<file path="src/rtl/integrator_sched.sv">
// integrator_sched: time-shares one integrator between NUM_REQ voices (warm-up, run, drain gap).
// Define INTEGRATOR_SCHED_PRIO_EN for fixed priority (lowest index wins); default is round-robin.
module integrator_sched #(
    parameter int NUM_REQ      = 4,
    parameter int DWELL_CYCLES = 1024,
    parameter int PIPE_LAT     = 3,
    parameter int DATA_W       = 16
) (
    input  logic                              clk_in,
    input  logic                              reset_n,
    input  logic [NUM_REQ-1:0]                req,
    input  logic [NUM_REQ-1:0][DATA_W-1:0]    freq_req,
    output logic [NUM_REQ-1:0]                gnt,
    output logic [$clog2(NUM_REQ)-1:0]        owner,
    output logic                              int_enable,
    output logic [DATA_W-1:0]                 int_freq,
    output logic                              out_valid,
    output logic                              busy
);
    localparam int OW   = $clog2(NUM_REQ);
    localparam int CMAX = (DWELL_CYCLES > PIPE_LAT + 1) ? DWELL_CYCLES : PIPE_LAT + 1;
    localparam int CW   = $clog2(CMAX + 1);
    localparam logic [CW-1:0] WARM_LAST  = CW'(PIPE_LAT);
    localparam logic [CW-1:0] DWELL_LAST = CW'(DWELL_CYCLES - 1);
    localparam logic [CW-1:0] CNT_SAT    = CW'(CMAX);

    typedef enum logic [1:0] {IDLE, WARM, RUN, DRAIN} state_t;

    state_t          state;
    logic [CW-1:0]   cnt;
    logic [OW-1:0]   base;
    logic [OW-1:0]   win_idx;
    logic            win_ok;
    logic            dwell_done;

`ifdef INTEGRATOR_SCHED_PRIO_EN
    assign base = '0;
`else
    logic [OW-1:0]   rr_ptr;
    assign base = rr_ptr;
`endif

    // First set request found when scanning upward from base, wrapping at NUM_REQ.
    always_comb begin
        int k;
        logic [OW-1:0] kk;
        win_ok  = 1'b0;
        win_idx = '0;
        for (int i = 0; i < NUM_REQ; i++) begin
            k = int'(base) + i;
            k = (k >= NUM_REQ) ? k - NUM_REQ : k;
            kk = OW'(k);
            if (!win_ok && req[kk]) begin
                win_ok  = 1'b1;
                win_idx = kk;
            end
        end
    end

    assign dwell_done = (DWELL_CYCLES != 0) && (cnt == DWELL_LAST);

    always_ff @(posedge clk_in or negedge reset_n) begin
        if (!reset_n) begin
            state      <= IDLE;
            gnt        <= '0;
            owner      <= '0;
            int_enable <= 1'b0;
            int_freq   <= '0;
            out_valid  <= 1'b0;
            busy       <= 1'b0;
            cnt        <= '0;
`ifndef INTEGRATOR_SCHED_PRIO_EN
            rr_ptr     <= '0;
`endif
        end else begin
            case (state)
                IDLE: if (win_ok) begin
                    state      <= WARM;
                    gnt        <= {{(NUM_REQ-1){1'b0}}, 1'b1} << win_idx;
                    owner      <= win_idx;
                    int_freq   <= freq_req[win_idx];
                    int_enable <= 1'b1;
                    busy       <= 1'b1;
                    cnt        <= '0;
                end
                WARM: if (!req[owner]) begin
                    state      <= DRAIN;
                    gnt        <= '0;
                    int_enable <= 1'b0;
                end else if (cnt == WARM_LAST) begin
                    state      <= RUN;
                    out_valid  <= 1'b1;
                    cnt        <= '0;
                end else begin
                    cnt        <= cnt + CW'(1);
                end
                RUN: if (!req[owner] || dwell_done) begin
                    state      <= DRAIN;
                    gnt        <= '0;
                    int_enable <= 1'b0;
                    out_valid  <= 1'b0;
                end else if (cnt != CNT_SAT) begin
                    cnt        <= cnt + CW'(1);
                end
                DRAIN: begin
                    // The one-cycle low enable lets the integrator clear before the next owner.
                    state      <= IDLE;
                    busy       <= 1'b0;
`ifndef INTEGRATOR_SCHED_PRIO_EN
                    rr_ptr     <= (owner == OW'(NUM_REQ - 1)) ? '0 : owner + OW'(1);
`endif
                end
                default: state <= IDLE;
            endcase
        end
    end
endmodule

</file>
<file path="config.mk">
export PLATFORM = sky130hd
export DESIGN_NAME = integrator_sched
export DESIGN_NICKNAME = d
export VERILOG_FILES = /design/src/rtl/integrator_sched.sv
export SDC_FILE = /design/constraint.sdc
export NUM_CORES = 1
export LEC_CHECK = 0
export ABC_CLOCK_PERIOD_IN_PS = 6300
export CAP_MARGIN = 20
export CORE_MARGIN = 10
export CORE_UTILIZATION = 43
export CTS_CLUSTER_SIZE = 24
export DETAILED_ROUTE_END_ITERATION = 8
export MAX_ROUTING_LAYER = met4
export PLACE_DENSITY = 0.89
export SKIP_CTS_REPAIR_TIMING = 1
export SLEW_MARGIN = 20
export SYNTH_ARGS = -nofsm -noshare
export SYNTH_HDL_FRONTEND = slang
export SYNTH_SLANG_ARGS = --single-unit
</file>
<file path="constraint.sdc">
create_clock -name clk_in -period 6.3 [get_ports clk_in]
set_clock_uncertainty 0.2 [all_clocks]
set_input_delay 0.945 -clock clk_in [delete_from_list [all_inputs] [get_ports clk_in]]
set_output_delay 0.945 -clock clk_in [all_outputs]
set_load 0.005 [all_outputs]
</file>
==> metrics <==
largest net degree at the start of global routing=41; launch point of the worst hold path=gnt[2]; count of cell types in the netlist=46; Hold/Removal Path Class=reg -> reg; clock tree from TritonCTS=built; sequential share of the synthesized area=roughly two fifths; Worst Hold Path EP=gnt[2]; largest area contributor in the synthesized netlist=dfrtp_1; global-route wire length before repair=between 10,000 and 15,000 um; Setup TNS Final=0 ns; highest net fanout along the worst path=19; nature of the critical path endpoint=register; layout cells sized above 1=a little over 6%; net count after synthesis=about 360; peak clock frequency supported by timing=286 MHz; number of top-level pins=95; flip-flop and latch count after synthesis=40; final antenna-violating net count=0; primary flip-flop cell chosen by synthesis mapping=dfrtp_1; number of antenna violations at the first check in global routing=0; post-layout instance area=3690 um^2; total setup violations reported at the end of the flow=0; core region area=5890 um^2; final net count=between 400 and 500; post-synthesis area per instance=9.17 um^2; Inserted Clock Buffers=5; number of hold-slack violations in the final timing report=0; unrepaired setup endpoints after global routing=false; data arrival time of the critical path=3.45 ns; Worst slew margin=between 30% and 40%; first-pass detailed-route iteration total=4; final weighted congestion in routability-driven placement=between 0.8 and 0.9; die height=just under 100 um; Util after Layout=a little over three fifths; Leakage=1.52 nW; Post-Place Cells=approximately 440; crit path time final=about 3.5 ns; Synth area leaders=dfrtp_1 (38%), mux2i_1 (6.5%), o21ai_0 (6.0%), o221ai_1 (5.4%), a21o_1 (4.9%); final worst-path cycle share=between 50% and 60%; GRT Residual Overflow=0; power after layout=0.00149 W; top cell type's share of synthesized area=about two fifths; largest vdd supply drop=~0.21 mV; post-DP HPWL=6320 um; number of max-cap violations=0; count of synthesis-stage warnings from yosys=0; Synth async-reset ratio=100%; Fillers=486; clk sinks=40; H-tree levels=2; power per cell area=about 400 nW/um^2; Inserted Diodes=0; outcome=complete, no violations; DRC violation count after routing=0; PortBufs=between 90 and 100; DR vias=~2,600; via count of the first global-routing pass=approximately 2,700; startpoint type of the worst setup path=primary input; Critical R2R Launch=cnt[6]; Total Routed Length=8610 um; average vias per placed instance=5.95; Crit Reg-Reg Endpoint=cnt[2]; number of slew-limit violations in the final report=0; area of the mapped netlist=roughly 2600 um^2; placement-stage cell area=approximately 3600 um^2; number of standard cells in the layout, taps in and fillers out=445; Worst Hold Path Cells=2; startpoint-to-endpoint class of the critical path=in -> reg; Skew-Pair Late Insertion Delay=0.30 ns; Clock Tree Buf Depth=2; overall track demand over capacity in global routing=between 10% and 20%; total number of placement rows=28; signed area change from the synthesized netlist to the final layout=41.7%; initial cell density of the core=between 40% and 50%; count of flip-flops with a built-in enable after synthesis=0; routed length per instance=19.4 um; required time of the critical path=between 6 and 7 ns; Worst Reg-to-Reg Cells=4; die area=around 9600 um^2; synthesized instance count=around 280; die width=around 98 um; slack of the worst reg-to-reg path=3.44 ns; violation count after the first detailed-routing iteration=~230; root buf cell=clkbuf_8; clock slew at the register clock pins of the worst setup and hold paths=0.09 ns; slew at the pin closest to its max-slew limit=0.980 ns
-- sequential cells by signal, indices dropped and copies added (netlist names) --
| signal | cells |
|---|---|
| busy | 1 |
| base | 2 |
| out_valid | 1 |
| int_freq | 16 |
| int_enable | 1 |
| cnt | 11 |
| owner | 2 |
| gnt | 4 |
| state | 2 |
-- cell usage after synthesis, types with 2 or more instances --
library cell	number
nor2_1	10
o21ai_0	31
nand4_1	2
nand2b_1	5
o21ai_1	4
a21oi_1	4
a31oi_1	3
mux2i_1	17
clkbuf_1	9
buf_6	2
ha_1	8
o221ai_1	16
o21a_1	2
dfrtp_1	40
or3_1	3
inv_1	10
and3_1	2
mux2_2	2
a21o_1	17
buf_4	2
buf_2	2
nor2b_1	2
nand3_1	23
nand2_1	32
o41ai_1	4
or4_1	2
o31ai_1	11
-- where the power goes --
| part | switching [W] | leakage, nW | internal (W) | total, W |
|---|---|---|---|---|
| clock network | 0.0000970 | 0.0645 | 0.000140 | 0.000237 |
| logic | 0.000443 | 0.943 | 0.000384 | 0.000827 |
| registers | 0.0000749 | 0.513 | 0.000350 | 0.000425 |
| total | 0.000615 | 1.52 | 0.000874 | 0.00149 |
-- cells in the final DEF, fill, tap and decap left out, types with 3 or more instances in the layout --
cell type        instances
inv_1                   10
nand3_1                 23
nor2_1                  10
mux2i_1                 17
clkdlybuf4s50_1         93
o21ai_1                  5
nand2b_1                 5
ha_1                     8
a31oi_1                  3
a21oi_1                  3
a21o_1                  17
o21ai_0                 30
or3_1                    3
dfrtp_1                 40
clkbuf_8                 7
o221ai_1                16
o41ai_1                  4
o31ai_1                 11
nand2_1                 31
-- per-layer routing --
metal | track usage (%) | part of all wire (%) | up-vias
li1 | - | - | 1246
met1 | 20.2 | 41 | 1275
met2 | 28.3 | 49 | 99
met3 | 3.38 | 4.3 | 28
met4 | 10.7 | 5.4 | 0
met5 | - | 0 | -
-- cells by family (layout without fill, tap and decap cells) --
| family | Yosys count | after routing | synth area share (%) |
|---|---|---|---|
| simple gates | 88 | 88 | 17.2 |
| fa+ha+maj | 8 | 8 | 3.84 |
| mux | 20 | 20 | 8.26 |
| compound gates | 101 | 101 | 27.3 |
| flops | 40 | 40 | 38.4 |
| buf+inv | 27 | 113 | 4.90 |
-- critical path: stages --
cell             delay [ns]
clkdlybuf4s50_1        0.62
mux2i_1                0.18
a2bb2oi_2              0.65
nand2_2                0.56
mux2i_1                0.31
o221ai_1               0.16
-- final cells by class --
| class | instances | area [um^2] | area share, % |
|---|---|---|---|
| well taps | 75 | 93.8 | 2.54 |
| repair buffers | 95 | 943 | 25.6 |
| inverters | 10 | 37.5 | 1.02 |
| clock buffers | 7 | 96.3 | 2.61 |
| multi-input cells | 217 | 1490 | 40.3 |
| clock inverters | 1 | 30.0 | 0.814 |
| flip-flops and latches | 40 | 1000 | 27.1 |
-- worst max path at each step --
stage,depth (start not counted),from,slack [ns],to
6_report,6,req[3],2.80,int_freq[10]
3_5_place_dp,5,req[3],2.54,gnt[3]
3_3_place_gp,6,req[3],2.69,int_freq[4]
2_1_floorplan,8,req[3],3.66,int_freq[0]
5_1_grt,6,req[3],2.66,int_freq[6]
4_1_cts,6,req[3],2.90,int_freq[15]
-- per-stage QoR --
step                setup WS, ns  hold slack [ns]
global placement            2.69            0.255
floorplan                   3.66            0.267
global route                2.66            0.330
finish                      2.80            0.295
CTS                         2.90            0.294
detailed placement          2.54            0.263
Power figures use the tool's default switching activity.
